File: src/rtl/iicmb_seq_pkg.sv
`default_nettype none
// ============================================================================
//  Module   : iicmb_seq_pkg
//  Purpose  : Register map, command codes and status encodings shared by the
//             IICMB Wishbone sequencer and its transfer engine.
//  Revision : 1.0 - initial release
// ============================================================================
package iicmb_seq_pkg;

    typedef enum logic [1:0] {
        c_reg_csr  = 2'd0,
        c_reg_dpr  = 2'd1,
        c_reg_cmdr = 2'd2,
        c_reg_fsmr = 2'd3
    } iicmb_reg_e;

    localparam logic [2:0] c_cmd_write    = 3'b001;
    localparam logic [2:0] c_cmd_read_nak = 3'b011;
    localparam logic [2:0] c_cmd_start    = 3'b100;
    localparam logic [2:0] c_cmd_stop     = 3'b101;
    localparam logic [2:0] c_cmd_set_bus  = 3'b110;

    localparam int c_cmdr_err = 4;
    localparam int c_cmdr_al  = 5;
    localparam int c_cmdr_nak = 6;
    localparam int c_cmdr_don = 7;

    typedef enum logic [2:0] {
        c_rsp_ok       = 3'd0,
        c_rsp_nak      = 3'd1,
        c_rsp_arb_lost = 3'd2,
        c_rsp_core_err = 3'd3,
        c_rsp_timeout  = 3'd4
    } rsp_status_e;

    localparam logic [7:0] c_csr_enable = 8'hC0;

endpackage
`default_nettype wire

File: src/rtl/iicmb_wb_sequencer_wb_master_xfer.sv
`default_nettype none
// ============================================================================
//  Module   : wb_master_xfer
//  Purpose  : Single-transfer Wishbone master; one start -> one bus cycle ->
//             one done pulse on the cycle after the ack.
//  Revision : 1.0 - initial release
// ============================================================================
module wb_master_xfer #(
    parameter int ADDR_WIDTH = 2,
    parameter int DATA_WIDTH = 8
) (
    input  logic                  clk,
    input  logic                  rst,
    input  logic                  i_start,
    input  logic                  i_we,
    input  logic [ADDR_WIDTH-1:0] i_adr,
    input  logic [DATA_WIDTH-1:0] i_wdat,
    output logic                  o_done,
    output logic [DATA_WIDTH-1:0] o_rdat,
    output logic                  o_cyc,
    output logic                  o_stb,
    output logic                  o_we,
    output logic [ADDR_WIDTH-1:0] o_adr,
    output logic [DATA_WIDTH-1:0] o_dat,
    input  logic [DATA_WIDTH-1:0] i_dat,
    input  logic                  i_ack
);

    logic                  r_cyc_q,  w_cyc_d;
    logic                  r_we_q,   w_we_d;
    logic [ADDR_WIDTH-1:0] r_adr_q,  w_adr_d;
    logic [DATA_WIDTH-1:0] r_dat_q,  w_dat_d;
    logic                  r_done_q, w_done_d;
    logic [DATA_WIDTH-1:0] r_rdat_q, w_rdat_d;

    // An ack seen while idle is ignored; start is ignored while a cycle is open.
    always_comb begin
        w_cyc_d  = r_cyc_q;
        w_we_d   = r_we_q;
        w_adr_d  = r_adr_q;
        w_dat_d  = r_dat_q;
        w_done_d = 1'b0;
        w_rdat_d = r_rdat_q;
        if (r_cyc_q) begin
            if (i_ack) begin
                w_cyc_d  = 1'b0;
                w_we_d   = 1'b0;
                w_adr_d  = '0;
                w_dat_d  = '0;
                w_done_d = 1'b1;
                w_rdat_d = i_dat;
            end
        end else if (i_start) begin
            w_cyc_d = 1'b1;
            w_we_d  = i_we;
            w_adr_d = i_adr;
            w_dat_d = i_we ? i_wdat : '0;
        end
    end

    always_ff @(posedge clk) begin
        if (rst) begin
            r_cyc_q  <= 1'b0;
            r_we_q   <= 1'b0;
            r_adr_q  <= '0;
            r_dat_q  <= '0;
            r_done_q <= 1'b0;
            r_rdat_q <= '0;
        end else begin
            r_cyc_q  <= w_cyc_d;
            r_we_q   <= w_we_d;
            r_adr_q  <= w_adr_d;
            r_dat_q  <= w_dat_d;
            r_done_q <= w_done_d;
            r_rdat_q <= w_rdat_d;
        end
    end

    assign o_cyc  = r_cyc_q;
    assign o_stb  = r_cyc_q;
    assign o_we   = r_we_q;
    assign o_adr  = r_adr_q;
    assign o_dat  = r_dat_q;
    assign o_done = r_done_q;
    assign o_rdat = r_rdat_q;

endmodule
`default_nettype wire

File: src/rtl/iicmb_wb_sequencer.sv
`default_nettype none
// ============================================================================
//  Module   : iicmb_wb_sequencer
//  Purpose  : Expands single-byte I2C read/write requests into the IICMB
//             register sequence (SetBus, Start, addr, data, Stop).
//  Revision : 1.0 - initial release
// ============================================================================
module iicmb_wb_sequencer
    import iicmb_seq_pkg::*;
#(
    parameter int ADDR_WIDTH     = 2,
    parameter int DATA_WIDTH     = 8,
    parameter int BUS_ID_WIDTH   = 4,
    parameter int I2C_ADDR_WIDTH = 7,
    parameter int TIMEOUT_CYCLES = 65535
) (
    input  logic                      clk_i,
    input  logic                      rst_i,
    input  logic                      req_valid_i,
    output logic                      req_ready_o,
    input  logic                      req_op_i,
    input  logic [BUS_ID_WIDTH-1:0]   req_bus_i,
    input  logic [I2C_ADDR_WIDTH-1:0] req_addr_i,
    input  logic [DATA_WIDTH-1:0]     req_data_i,
    output logic                      rsp_valid_o,
    output logic [DATA_WIDTH-1:0]     rsp_data_o,
    output logic [2:0]                rsp_status_o,
    output logic                      cyc_o,
    output logic                      stb_o,
    output logic                      we_o,
    output logic [ADDR_WIDTH-1:0]     adr_o,
    output logic [DATA_WIDTH-1:0]     dat_o,
    input  logic [DATA_WIDTH-1:0]     dat_i,
    input  logic                      ack_i,
    input  logic                      irq_i
);

    localparam int                 c_tmo_w    = $clog2(TIMEOUT_CYCLES + 1);
    localparam logic [c_tmo_w-1:0] c_tmo_last = c_tmo_w'(TIMEOUT_CYCLES - 1);

    localparam logic [3:0] c_st_en_csr   = 4'd0;
    localparam logic [3:0] c_st_idle     = 4'd1;
    localparam logic [3:0] c_st_bus_dpr  = 4'd2;
    localparam logic [3:0] c_st_setbus   = 4'd3;
    localparam logic [3:0] c_st_start    = 4'd4;
    localparam logic [3:0] c_st_addr_dpr = 4'd5;
    localparam logic [3:0] c_st_addr_wr  = 4'd6;
    localparam logic [3:0] c_st_data_dpr = 4'd7;
    localparam logic [3:0] c_st_data_wr  = 4'd8;
    localparam logic [3:0] c_st_rd_cmd   = 4'd9;
    localparam logic [3:0] c_st_rd_dpr   = 4'd10;
    localparam logic [3:0] c_st_stop     = 4'd11;
    localparam logic [3:0] c_st_resp     = 4'd12;

    // Sub-steps within a state: register access, then (commands only) irq wait and CMDR readback.
    localparam logic [2:0] c_ph_issue    = 3'd0;
    localparam logic [2:0] c_ph_busy     = 3'd1;
    localparam logic [2:0] c_ph_irq      = 3'd2;
    localparam logic [2:0] c_ph_rd_issue = 3'd3;
    localparam logic [2:0] c_ph_rd_busy  = 3'd4;

    function automatic logic is_cmd_state(input logic [3:0] st);
        return st inside {c_st_setbus, c_st_start, c_st_addr_wr,
                          c_st_data_wr, c_st_rd_cmd, c_st_stop};
    endfunction

    function automatic logic [2:0] cmd_code(input logic [3:0] st);
        logic [2:0] code;
        case (st)
            c_st_setbus: code = c_cmd_set_bus;
            c_st_start:  code = c_cmd_start;
            c_st_rd_cmd: code = c_cmd_read_nak;
            c_st_stop:   code = c_cmd_stop;
            default:     code = c_cmd_write;
        endcase
        return code;
    endfunction

    logic [3:0]                r_state_q,  w_state_d;
    logic [2:0]                r_phase_q,  w_phase_d;
    logic [c_tmo_w-1:0]        r_tmo_q,    w_tmo_d;
    logic                      r_op_q,     w_op_d;
    logic [BUS_ID_WIDTH-1:0]   r_bus_q,    w_bus_d;
    logic [I2C_ADDR_WIDTH-1:0] r_addr_q,   w_addr_d;
    logic [DATA_WIDTH-1:0]     r_data_q,   w_data_d;
    logic [DATA_WIDTH-1:0]     r_rdata_q,  w_rdata_d;
    rsp_status_e               r_status_q, w_status_d;

    logic                  w_start;
    logic                  w_we;
    iicmb_reg_e            w_adr;
    logic [DATA_WIDTH-1:0] w_wdat;
    logic                  w_xfer_done;
    logic [DATA_WIDTH-1:0] w_xfer_rdat;

    always_ff @(posedge clk_i) begin
        if (rst_i) begin
            r_state_q  <= c_st_en_csr;
            r_phase_q  <= c_ph_issue;
            r_tmo_q    <= '0;
            r_op_q     <= 1'b0;
            r_bus_q    <= '0;
            r_addr_q   <= '0;
            r_data_q   <= '0;
            r_rdata_q  <= '0;
            r_status_q <= c_rsp_ok;
        end else begin
            r_state_q  <= w_state_d;
            r_phase_q  <= w_phase_d;
            r_tmo_q    <= w_tmo_d;
            r_op_q     <= w_op_d;
            r_bus_q    <= w_bus_d;
            r_addr_q   <= w_addr_d;
            r_data_q   <= w_data_d;
            r_rdata_q  <= w_rdata_d;
            r_status_q <= w_status_d;
        end
    end

    always_comb begin
        w_state_d  = r_state_q;
        w_phase_d  = r_phase_q;
        w_tmo_d    = r_tmo_q;
        w_op_d     = r_op_q;
        w_bus_d    = r_bus_q;
        w_addr_d   = r_addr_q;
        w_data_d   = r_data_q;
        w_rdata_d  = r_rdata_q;
        w_status_d = r_status_q;
        case (r_state_q)
            c_st_idle: begin
                if (req_valid_i) begin
                    w_op_d     = req_op_i;
                    w_bus_d    = req_bus_i;
                    w_addr_d   = req_addr_i;
                    w_data_d   = req_data_i;
                    w_rdata_d  = '0;
                    w_status_d = c_rsp_ok;
                    w_state_d  = c_st_bus_dpr;
                    w_phase_d  = c_ph_issue;
                end
            end
            c_st_resp: w_state_d = c_st_idle;
            default: begin
                case (r_phase_q)
                    c_ph_issue: begin
                        w_phase_d = c_ph_busy;
                        w_tmo_d   = '0;
                    end
                    c_ph_busy: begin
                        // Timeout window starts at the CMDR write, so count while it is on the bus.
                        if (r_tmo_q != c_tmo_last) w_tmo_d = r_tmo_q + c_tmo_w'(1);
                        if (w_xfer_done) begin
                            if (is_cmd_state(r_state_q)) begin
                                w_phase_d = c_ph_irq;
                            end else begin
                                w_phase_d = c_ph_issue;
                                case (r_state_q)
                                    c_st_en_csr:   w_state_d = c_st_idle;
                                    c_st_bus_dpr:  w_state_d = c_st_setbus;
                                    c_st_addr_dpr: w_state_d = c_st_addr_wr;
                                    c_st_data_dpr: w_state_d = c_st_data_wr;
                                    default: begin
                                        w_state_d = c_st_stop;
                                        w_rdata_d = w_xfer_rdat;
                                    end
                                endcase
                            end
                        end
                    end
                    c_ph_irq: begin
                        if (irq_i) begin
                            w_phase_d = c_ph_rd_issue;
                        end else if (r_tmo_q == c_tmo_last) begin
                            w_state_d  = c_st_resp;
                            w_phase_d  = c_ph_issue;
                            w_status_d = c_rsp_timeout;
                            w_rdata_d  = '0;
                        end else begin
                            w_tmo_d = r_tmo_q + c_tmo_w'(1);
                        end
                    end
                    c_ph_rd_issue: w_phase_d = c_ph_rd_busy;
                    c_ph_rd_busy: begin
                        if (w_xfer_done) begin
                            w_phase_d = c_ph_issue;
                            if (w_xfer_rdat[c_cmdr_err]) begin
                                w_state_d  = c_st_resp;
                                w_status_d = c_rsp_core_err;
                                w_rdata_d  = '0;
                            end else if (w_xfer_rdat[c_cmdr_al]) begin
                                w_state_d  = c_st_resp;
                                w_status_d = c_rsp_arb_lost;
                                w_rdata_d  = '0;
                            end else if (w_xfer_rdat[c_cmdr_nak]) begin
                                if (r_status_q == c_rsp_ok) w_status_d = c_rsp_nak;
                                w_rdata_d = '0;
                                w_state_d = (r_state_q == c_st_stop) ? c_st_resp : c_st_stop;
                            end else begin
                                case (r_state_q)
                                    c_st_setbus:  w_state_d = c_st_start;
                                    c_st_start:   w_state_d = c_st_addr_dpr;
                                    c_st_addr_wr: w_state_d = r_op_q ? c_st_rd_cmd : c_st_data_dpr;
                                    c_st_data_wr: w_state_d = c_st_stop;
                                    c_st_rd_cmd:  w_state_d = c_st_rd_dpr;
                                    default:      w_state_d = c_st_resp;
                                endcase
                            end
                        end
                    end
                    default: w_phase_d = c_ph_issue;
                endcase
            end
        endcase
    end

    always_comb begin
        w_we         = 1'b0;
        w_adr        = c_reg_csr;
        w_wdat       = '0;
        w_start      = (r_phase_q == c_ph_issue || r_phase_q == c_ph_rd_issue) &&
                       (r_state_q != c_st_idle) && (r_state_q != c_st_resp);
        req_ready_o  = (r_state_q == c_st_idle);
        rsp_valid_o  = (r_state_q == c_st_resp);
        rsp_status_o = rsp_valid_o ? r_status_q : c_rsp_ok;
        rsp_data_o   = (rsp_valid_o && r_status_q == c_rsp_ok) ? r_rdata_q : '0;
        case (r_state_q)
            c_st_en_csr: begin
                w_we   = 1'b1;
                w_adr  = c_reg_csr;
                w_wdat = DATA_WIDTH'(c_csr_enable);
            end
            c_st_bus_dpr: begin
                w_we   = 1'b1;
                w_adr  = c_reg_dpr;
                w_wdat = DATA_WIDTH'(r_bus_q);
            end
            c_st_addr_dpr: begin
                w_we   = 1'b1;
                w_adr  = c_reg_dpr;
                w_wdat = DATA_WIDTH'({r_addr_q, r_op_q});
            end
            c_st_data_dpr: begin
                w_we   = 1'b1;
                w_adr  = c_reg_dpr;
                w_wdat = r_data_q;
            end
            c_st_rd_dpr: begin
                w_adr = c_reg_dpr;
            end
            default: begin
                w_adr = c_reg_cmdr;
                if (r_phase_q == c_ph_issue || r_phase_q == c_ph_busy) begin
                    w_we   = 1'b1;
                    w_wdat = DATA_WIDTH'(cmd_code(r_state_q));
                end
            end
        endcase
    end

    wb_master_xfer #(
        .ADDR_WIDTH (ADDR_WIDTH),
        .DATA_WIDTH (DATA_WIDTH)
    ) u_xfer (
        .clk     (clk_i),
        .rst     (rst_i),
        .i_start (w_start),
        .i_we    (w_we),
        .i_adr   (ADDR_WIDTH'(w_adr)),
        .i_wdat  (w_wdat),
        .o_done  (w_xfer_done),
        .o_rdat  (w_xfer_rdat),
        .o_cyc   (cyc_o),
        .o_stb   (stb_o),
        .o_we    (we_o),
        .o_adr   (adr_o),
        .o_dat   (dat_o),
        .i_dat   (dat_i),
        .i_ack   (ack_i)
    );

endmodule
`default_nettype wire

File: config.mk
export PLATFORM = sky130hd
export DESIGN_NAME = iicmb_wb_sequencer
export DESIGN_NICKNAME = d
export VERILOG_FILES = /design/src/rtl/iicmb_seq_pkg.sv /design/src/rtl/iicmb_wb_sequencer_wb_master_xfer.sv /design/src/rtl/iicmb_wb_sequencer.sv
export SDC_FILE = /design/constraint.sdc
export NUM_CORES = 1
export LEC_CHECK = 0
export ABC_AREA = 1
export CORE_MARGIN = 5
export CORE_UTILIZATION = 35
export CTS_BUF_LIST = sky130_fd_sc_hd__clkbuf_4 sky130_fd_sc_hd__clkbuf_8 sky130_fd_sc_hd__clkbuf_16
export CTS_CLUSTER_DIAMETER = 120
export DETAILED_ROUTE_END_ITERATION = 6
export DONT_BUFFER_PORTS = 1
export REMOVE_ABC_BUFFERS = 1
export SLEW_MARGIN = 20
export SYNTH_ARGS = -nofsm -noshare
export SYNTH_HDL_FRONTEND = slang
export SYNTH_HIERARCHICAL = 1
export SYNTH_SLANG_ARGS = --single-unit
export TNS_END_PERCENT = 30
File: constraint.sdc
create_clock -name clk_i -period 2.85 [get_ports clk_i]
set_input_delay 0.4275 -clock clk_i [delete_from_list [all_inputs] [get_ports clk_i]]
set_output_delay 0.4275 -clock clk_i [all_outputs]
set_load 0.01 [all_outputs]
==> reports/qor.yml <==
timing:
  final_hold_viol_count: 0
  min_period_ps: 2180
  finalCritPeriodShare: 0.765
  fin_skew_ps: 8.16
  fmax_ghz: 0.458
  rsz0062_at_grt: "false"
  finalSetupTns_ps: 0
  setup_viol: 0
  worst_pin_slew_ps: 788
  finalMaxSlewViolations: 0
  timing.final.ws_setup_ps: 669
  maxSlewHeadroom: 0.471
global_routing:
  busiest_layer: "met2"
  grt-ovfl-total: 0
  grt_util_met2: 0.246
  grt_max_degree: 33
  antenna_found_initial: 0
  met1_usage: 0.207
  grt_util_met3: 0.0330
  grt_pass1_wl_microns: 18300
  grt_usage: 0.154
  grt_pass1_vias: 3768
cells_and_area:
  postLayoutCoreUtil: 0.387
  drive_above_1_share: 0.0942
  final_nets: 688
  fill_cells: 1271
  fin_area_sq_um: 4630
  diodes: 0
  area.growth.synth_to_final_pct: 9.22
power_and_ir_drop:
  p_per_area_nw_per_um2: 961
  p_leak_nw: 1.98
  ir_drop_mv: 0.332
cts:
  cts_buffer_depth: 2
  clock-sinks: 75
  ctsResizeCount: 0
  post_cts_buffers: 0
  root_buffer: "clkbuf_16"
  numCtsBuffers: 9
  tritoncts: "yes"
  clkTransAtPathRegs_ps: 50
  h-tree-depth: 3
  postCtsHoldBufs: 0
  clk_latency_ps: 330
detailed_routing:
  firstDrtPassIters: 4
  drt_iter0_markers: 340
  vias_per_cell: 4.99
  vias: 4019
  routedWlPerCell_microns: 13.5
  drc: 0
  wirelength_microns: 10900
  postRouteAntennaNets: 0
setup_path:
  cp_slowest_stage_delay_ps: 410
  cp_top_family: "buffers and inverters"
  startpoint: "r_state_q[0]"
  cp-start-kind: "flip-flop"
  timing_worst_setup_path_type: "reg2out"
  path_buf_inv: 3
  path_cells: "inv_2 > nor2_4 > nand2_4 > inv_1 > buf_4"
  critPathRequiredTime_ps: 2420
  arrival_ps: 1750
  worstPathMaxFanout: 14
  endpoint_kind: "output pin"
  timing.rr.start: "r_state_q[0]"
  cp_slowest_cell: "dfxtp_1"
yosys:
  synth_area_sq_um: 4240
  postSynthCellCount: 660
  ys_ff_latch: 75
  yosysSeqAreaShare: 0.355
  yosysWarnings: 6
  synthArstFlopShare: 0
  ys_types: 41
  synth_ff_type: "dfxtp_1"
  avgSynthCellArea_sq_um: 6.42
  synth-edff-count: 0
job:
  max_cap_viol_count: 0
floorplanning:
  start_util: 0.354
  fp.dieW_microns: 120
  fp.coreArea_sq_um: 12000
  die_h_microns: 120
  ios: 59
  fp-row-count: 40
  die_area_sq_um: 14400
place:
  gp_congestion: 0.962
  place_ws_ps: 746
  dpl-instance-area_sq_um: 4320
  hpwl_microns: 8230
  numPortBuffers: 0
hold_path:
  min-delay-start: "rst_i"
  hp-class: "in2reg"
outcome:
  outcome: "finished clean"
## registers in the layout, summed over array words and instances, names as in the netlist
register and cells:
r_addr_q 7, r_bus_q 4, r_data_q 8, r_op_q 1, r_phase_q 3, r_rdata_q 8
r_state_q 4, r_status_q 3, r_tmo_q 16, u_xfer/o_adr 2, u_xfer/o_cyc 1, u_xfer/o_dat 8
u_xfer/o_done 1, u_xfer/o_rdat 8, u_xfer/o_we 1
## power by group
part | total (mW) | leakage [nW] | switching (mW) | internal (mW)
Combinational | 1.89 | 1.22 | 1.32 | 0.565
Clock | 1.16 | 0.150 | 0.443 | 0.715
Sequential | 1.40 | 0.611 | 0.168 | 1.23
Total | 4.45 | 1.98 | 1.93 | 2.51
## final cells by class
type                       count  area (sq um)  share of cell area
clock buffer                  11           246              0.0533
multi-input combinational    483          2300               0.498
tap                          147           184              0.0398
inverter                      81           307              0.0663
clock inverter                 5          60.1              0.0130
timing repair buffer           3          22.5             0.00487
sequential                    75          1500               0.325
## cells in the mapped netlist (2+ instances only)
library cell / n / area, sq um
inv_2: 10 / 37.5
o21ai_0: 30 / 150
a21oi_1: 47 / 235
nand2_4: 7 / 78.8
nand2_2: 9 / 56.3
o21ai_1: 2 / 10.0
clkbuf_1: 7 / 26.3
nand3_2: 3 / 30.0
buf_2: 6 / 30.0
nor3_1: 5 / 25.0
o221ai_1: 3 / 26.3
a211oi_1: 2 / 15.0
buf_6: 3 / 33.8
inv_1: 69 / 259
nor2_1: 109 / 409
buf_4: 3 / 22.5
nand4_1: 14 / 87.6
dfxtp_1: 75 / 1500
o2111ai_1: 2 / 17.5
nand2_1: 163 / 612
ha_1: 2 / 25.0
nand3_1: 56 / 280
a21oi_2: 3 / 26.3
xor2_1: 6 / 52.6
clkbuf_2: 2 / 10.0
nor2_2: 5 / 31.3
o22ai_1: 3 / 18.8
## logic make-up after synthesis
family | synth area share
DFF | 0.355
adders and majority gates | 0.00591
buffers and inverters | 0.101
xor gates and xnor gates | 0.0145
and+or+nand+nor | 0.399
AOI/OAI and AO/OA | 0.125
## final timing paths
kind	slack (ps)	cells past startpoint	end
max	670	5	req_ready_o
min	170	1	r_tmo_q[11]
max reg2reg	720	11	r_rdata_q[2]
min reg2reg	450	2	r_addr_q[0]
## metrics by stage
stage	power [mW]	cells	hold slack (ps)
floorplan	2.84	639	427
global placement	3.26	789	442
detailed placement	3.30	789	446
CTS	4.48	805	156
global route	4.84	805	162
finish	4.45	805	172
## routing by layer
layer	up-vias	wire length, microns
met5	-	0
li1	2095	-
met3	9	476
met2	87	4990
met1	1828	5290
met4	0	144
## cell usage in the layout (no fill, tap or decap), types with 2 or more instances in the layout
| cell | instances |
|---|---|
| a21oi_2 | 3 |
| buf_4 | 3 |
| xor2_1 | 6 |
| inv_2 | 10 |
| o21ai_0 | 30 |
| clkbuf_16 | 9 |
| o221ai_1 | 3 |
| o21ai_1 | 2 |
| nor2_2 | 5 |
| ha_1 | 2 |
| o2111ai_1 | 2 |
| inv_1 | 69 |
| o22ai_1 | 3 |
| nand2_4 | 7 |
| a211oi_1 | 2 |
| nand3_2 | 3 |
| nor3_1 | 5 |
| nand2_2 | 9 |
| nand4_1 | 14 |
| nand2_1 | 163 |
| nor2_1 | 109 |
| nand3_1 | 56 |
| dfxtp_1 | 75 |
| a21oi_1 | 47 |
## worst reg2reg max path, delay by kind of cell, from the launching register on
family | cells | cell delay (ps)
buf+inv | 2 | 480
simple gates | 9 | 1130
flops | 1 | 410
Note: power is estimated with default switching activity, not from simulation.
==> variant, RTL diff (same settings) <==
Make the reset (`rst` and `rst_i`) asynchronous in 2 clocked blocks.
--- a/src/rtl/iicmb_wb_sequencer_wb_master_xfer.sv
+++ b/src/rtl/iicmb_wb_sequencer_wb_master_xfer.sv
@@ -58,7 +58,7 @@
         end
     end
 
-    always_ff @(posedge clk) begin
+    always_ff @(posedge clk or posedge rst) begin
         if (rst) begin
             r_cyc_q  <= 1'b0;
             r_we_q   <= 1'b0;
--- a/src/rtl/iicmb_wb_sequencer.sv
+++ b/src/rtl/iicmb_wb_sequencer.sv
@@ -93,7 +93,7 @@
     logic                  w_xfer_done;
     logic [DATA_WIDTH-1:0] w_xfer_rdat;
 
-    always_ff @(posedge clk_i) begin
+    always_ff @(posedge clk_i or posedge rst_i) begin
         if (rst_i) begin
             r_state_q  <= c_st_en_csr;
             r_phase_q  <= c_ph_issue;
Function: differs if rst_i is asserted again (counterexample within 4 cycles, from zero or initial values and one cycle with rst_i high); with rst_i held inactive, the same outputs for 4 cycles.
==> variant against the unedited design <==
  * Die area grew 2.9%
  * Design area is 4.7% higher
  * Synthesized area rose by 3.1%
  * Combinational power up 20%
  * Total power grew 16%
  * Routed wire length shrank 4.1%
  * Setup slack lost 0.27 ns
  * Sequential cell count unchanged
  * Synthesized cell count is 6.4% lower
  * Largest power group unchanged
==> variant: results (changes against the unedited design) <==
| Metric | Value |
|---|---|
| Net Switching | `2.290 mW (+19%)` |
| RD Place Congestion | `0.8708 (-9.5%)` |
| Peak VDD IR | `339.6 µV (+2.2%)` |
| FILL cells | `1291 (+1.6%)` |
| Vias per inst | `4.795 (-4.0%)` |
| Distinct cells, synth | `31 (-24%)` |
| Combinational Power Share | `43.7% (+1.3 points)` |
| Xor and xnor area share after synthesis | `2.406% (+0.96 points)` |
| H-tree Lvls | `3 (unchanged)` |
| Top_reg_cell synth | `dfrtp_1` |
| Share of post-route cells with drive strength above 1 | `7.840% (-1.6 points)` |
| Least-Margin Pin Slew | `0.7886 ns (+0.0004362 ns)` |
| Met1 usage | `19.81% (-0.90 points)` |
| Largest fanout on the critical path | `8 (-6)` |
| Worst reg2reg setup slack | `0.85 ns (+0.13 ns)` |
| Plain + repair buffers | `5 (+2)` |
| Comb_multi_in | `455 (-5.8%)` |
| DR WL/cell | `13.17 µm (-2.8%)` |
| Adder-cell share of the synthesized area | `0.5729% (-0.018 points)` |
| Comb pwr | `2.26 mW (+20%)` |
| Arr. time, crit path | `2.02 ns (+0.27 ns)` |
| Post-synthesis mux area share | `2.062% (+2.1 points)` |
| GR Util All Layers | `14.71% (-0.67 points)` |
| Layout buffering overhead excluding clock cells | `0.8271% (+0.34 points)` |
| Metal3 WL | `731 µm (+54%)` |
| Synth cell count leaders | `215 x nand2_1, 92 x nor2_1, 75 x dfrtp_1, 68 x inv_1, 43 x nand3_1` |
| Fraction of area in registers | `38.77% (+6.3 points)` |
| Compound-gate portion of the synthesized area | `6.245% (-6.3 points)` |
| Final net count | `655 (-4.8%)` |
| Run status | `finished clean` |
| Hold buffers post-CTS | `1 (+1)` |
| Met3 track demand over resource | `5.850% (+2.6 points)` |
| Antenna violations before repair | `1 (+1)` |
| First-pass GRT wire length | `17440 µm (-4.9%)` |
| Synth top area cells | `dfrtp_1 43%, nand2_1 18%, nor2_1 7.9%` |
| Vias in the first global route | `3659 (-2.9%)` |
| FFs w/ async S/R, synth | `100.0% (+100 points)` |
| Met1 wire length | `4946 µm (-6.5%)` |
| Seq/Total Area, Yosys | `42.97% (+7.5 points)` |
| Leak | `2.529 nW (+28%)` |
| Routed wl met2 | `4692 µm (-6.0%)` |
| Detailed placement HPWL | `8062 µm (-2.0%)` |
| Flop pwr share | `33.5% (+2.0 points)` |
| Met2 global-route usage | `22.14% (-2.4 points)` |
| Hold WC Path Type | `in2async` |
| Seq_cells | `75 (unchanged)` |
| Fraction of area in multi-input gates | `43.68% (-6.1 points)` |
| Clkbuf count | `13 (+2)` |
| Skew final | `0.006615 ns (-0.001543 ns)` |
| DRT iter0 DRCs | `274 (-19%)` |
| Non-clock inverters | `74 (-8.6%)` |
| ClkCell Share | `6.591% (-0.036 points)` |
variant: cell types whose count changed after synthesis, moves of 6 or more:
cell	change
a21oi_1	-27
clkbuf_1	-6
dfrtp_1	+75
nand3_1	-13
nand2_1	+52
dfxtp_1	-75
nand4_1	-7
nor2_1	-17
mux2_2	+6
o21ai_0	-12
nand2_2	-7
variant: kinds of logic after synthesis:
logic type / after synthesis
AND/OR/NAND/NOR: 382
AO/OA/AOI/OAI: 51
XOR/XNOR: 12
adder cells (fa/ha/maj): 2
multiplexers: 8
flip-flops: 75
buffers and inverters: 88
variant: path summary, 6_finish.rpt:
path                         startpoint       endpoint  cells past startpoint
setup / recovery           r_state_q[1]  rsp_data_o[6]                      5
hold / removal                    rst_i    u_xfer/o_we                      1
setup reg to reg           r_phase_q[2]   r_rdata_q[2]                     10
hold reg to reg            r_rdata_q[0]   r_rdata_q[0]                      2
max in group asynchronous         rst_i     r_tmo_q[5]                      3
min in group clk_i                ack_i   u_xfer/o_cyc                      1
variant: worst max-delay path: stages (launching register included):
cell and delay [ns]:
dfrtp_1 0.46, nor2_1 0.30, nand3_2 0.23, inv_1 0.22, nand2_1 0.21, nor2_1 0.26
variant: metrics by stage:
stage | std cells | worst slack, ns | hold slack, ns | util, % | area [µm²]
after global placement | 776 | 0.8127 | 0.3103 | 37.23 | 4509
after floorplan | 604 | 0.7495 | 0.4040 | - | 4269
after detailed placement | 776 | 0.7292 | 0.3143 | 37.23 | 4509
after global routing | 794 | 0.1589 | 0.1824 | 39.97 | 4841
final | 794 | 0.3978 | 0.1257 | 39.97 | 4841
after CTS | 793 | 0.3496 | 0.1371 | 39.95 | 4838
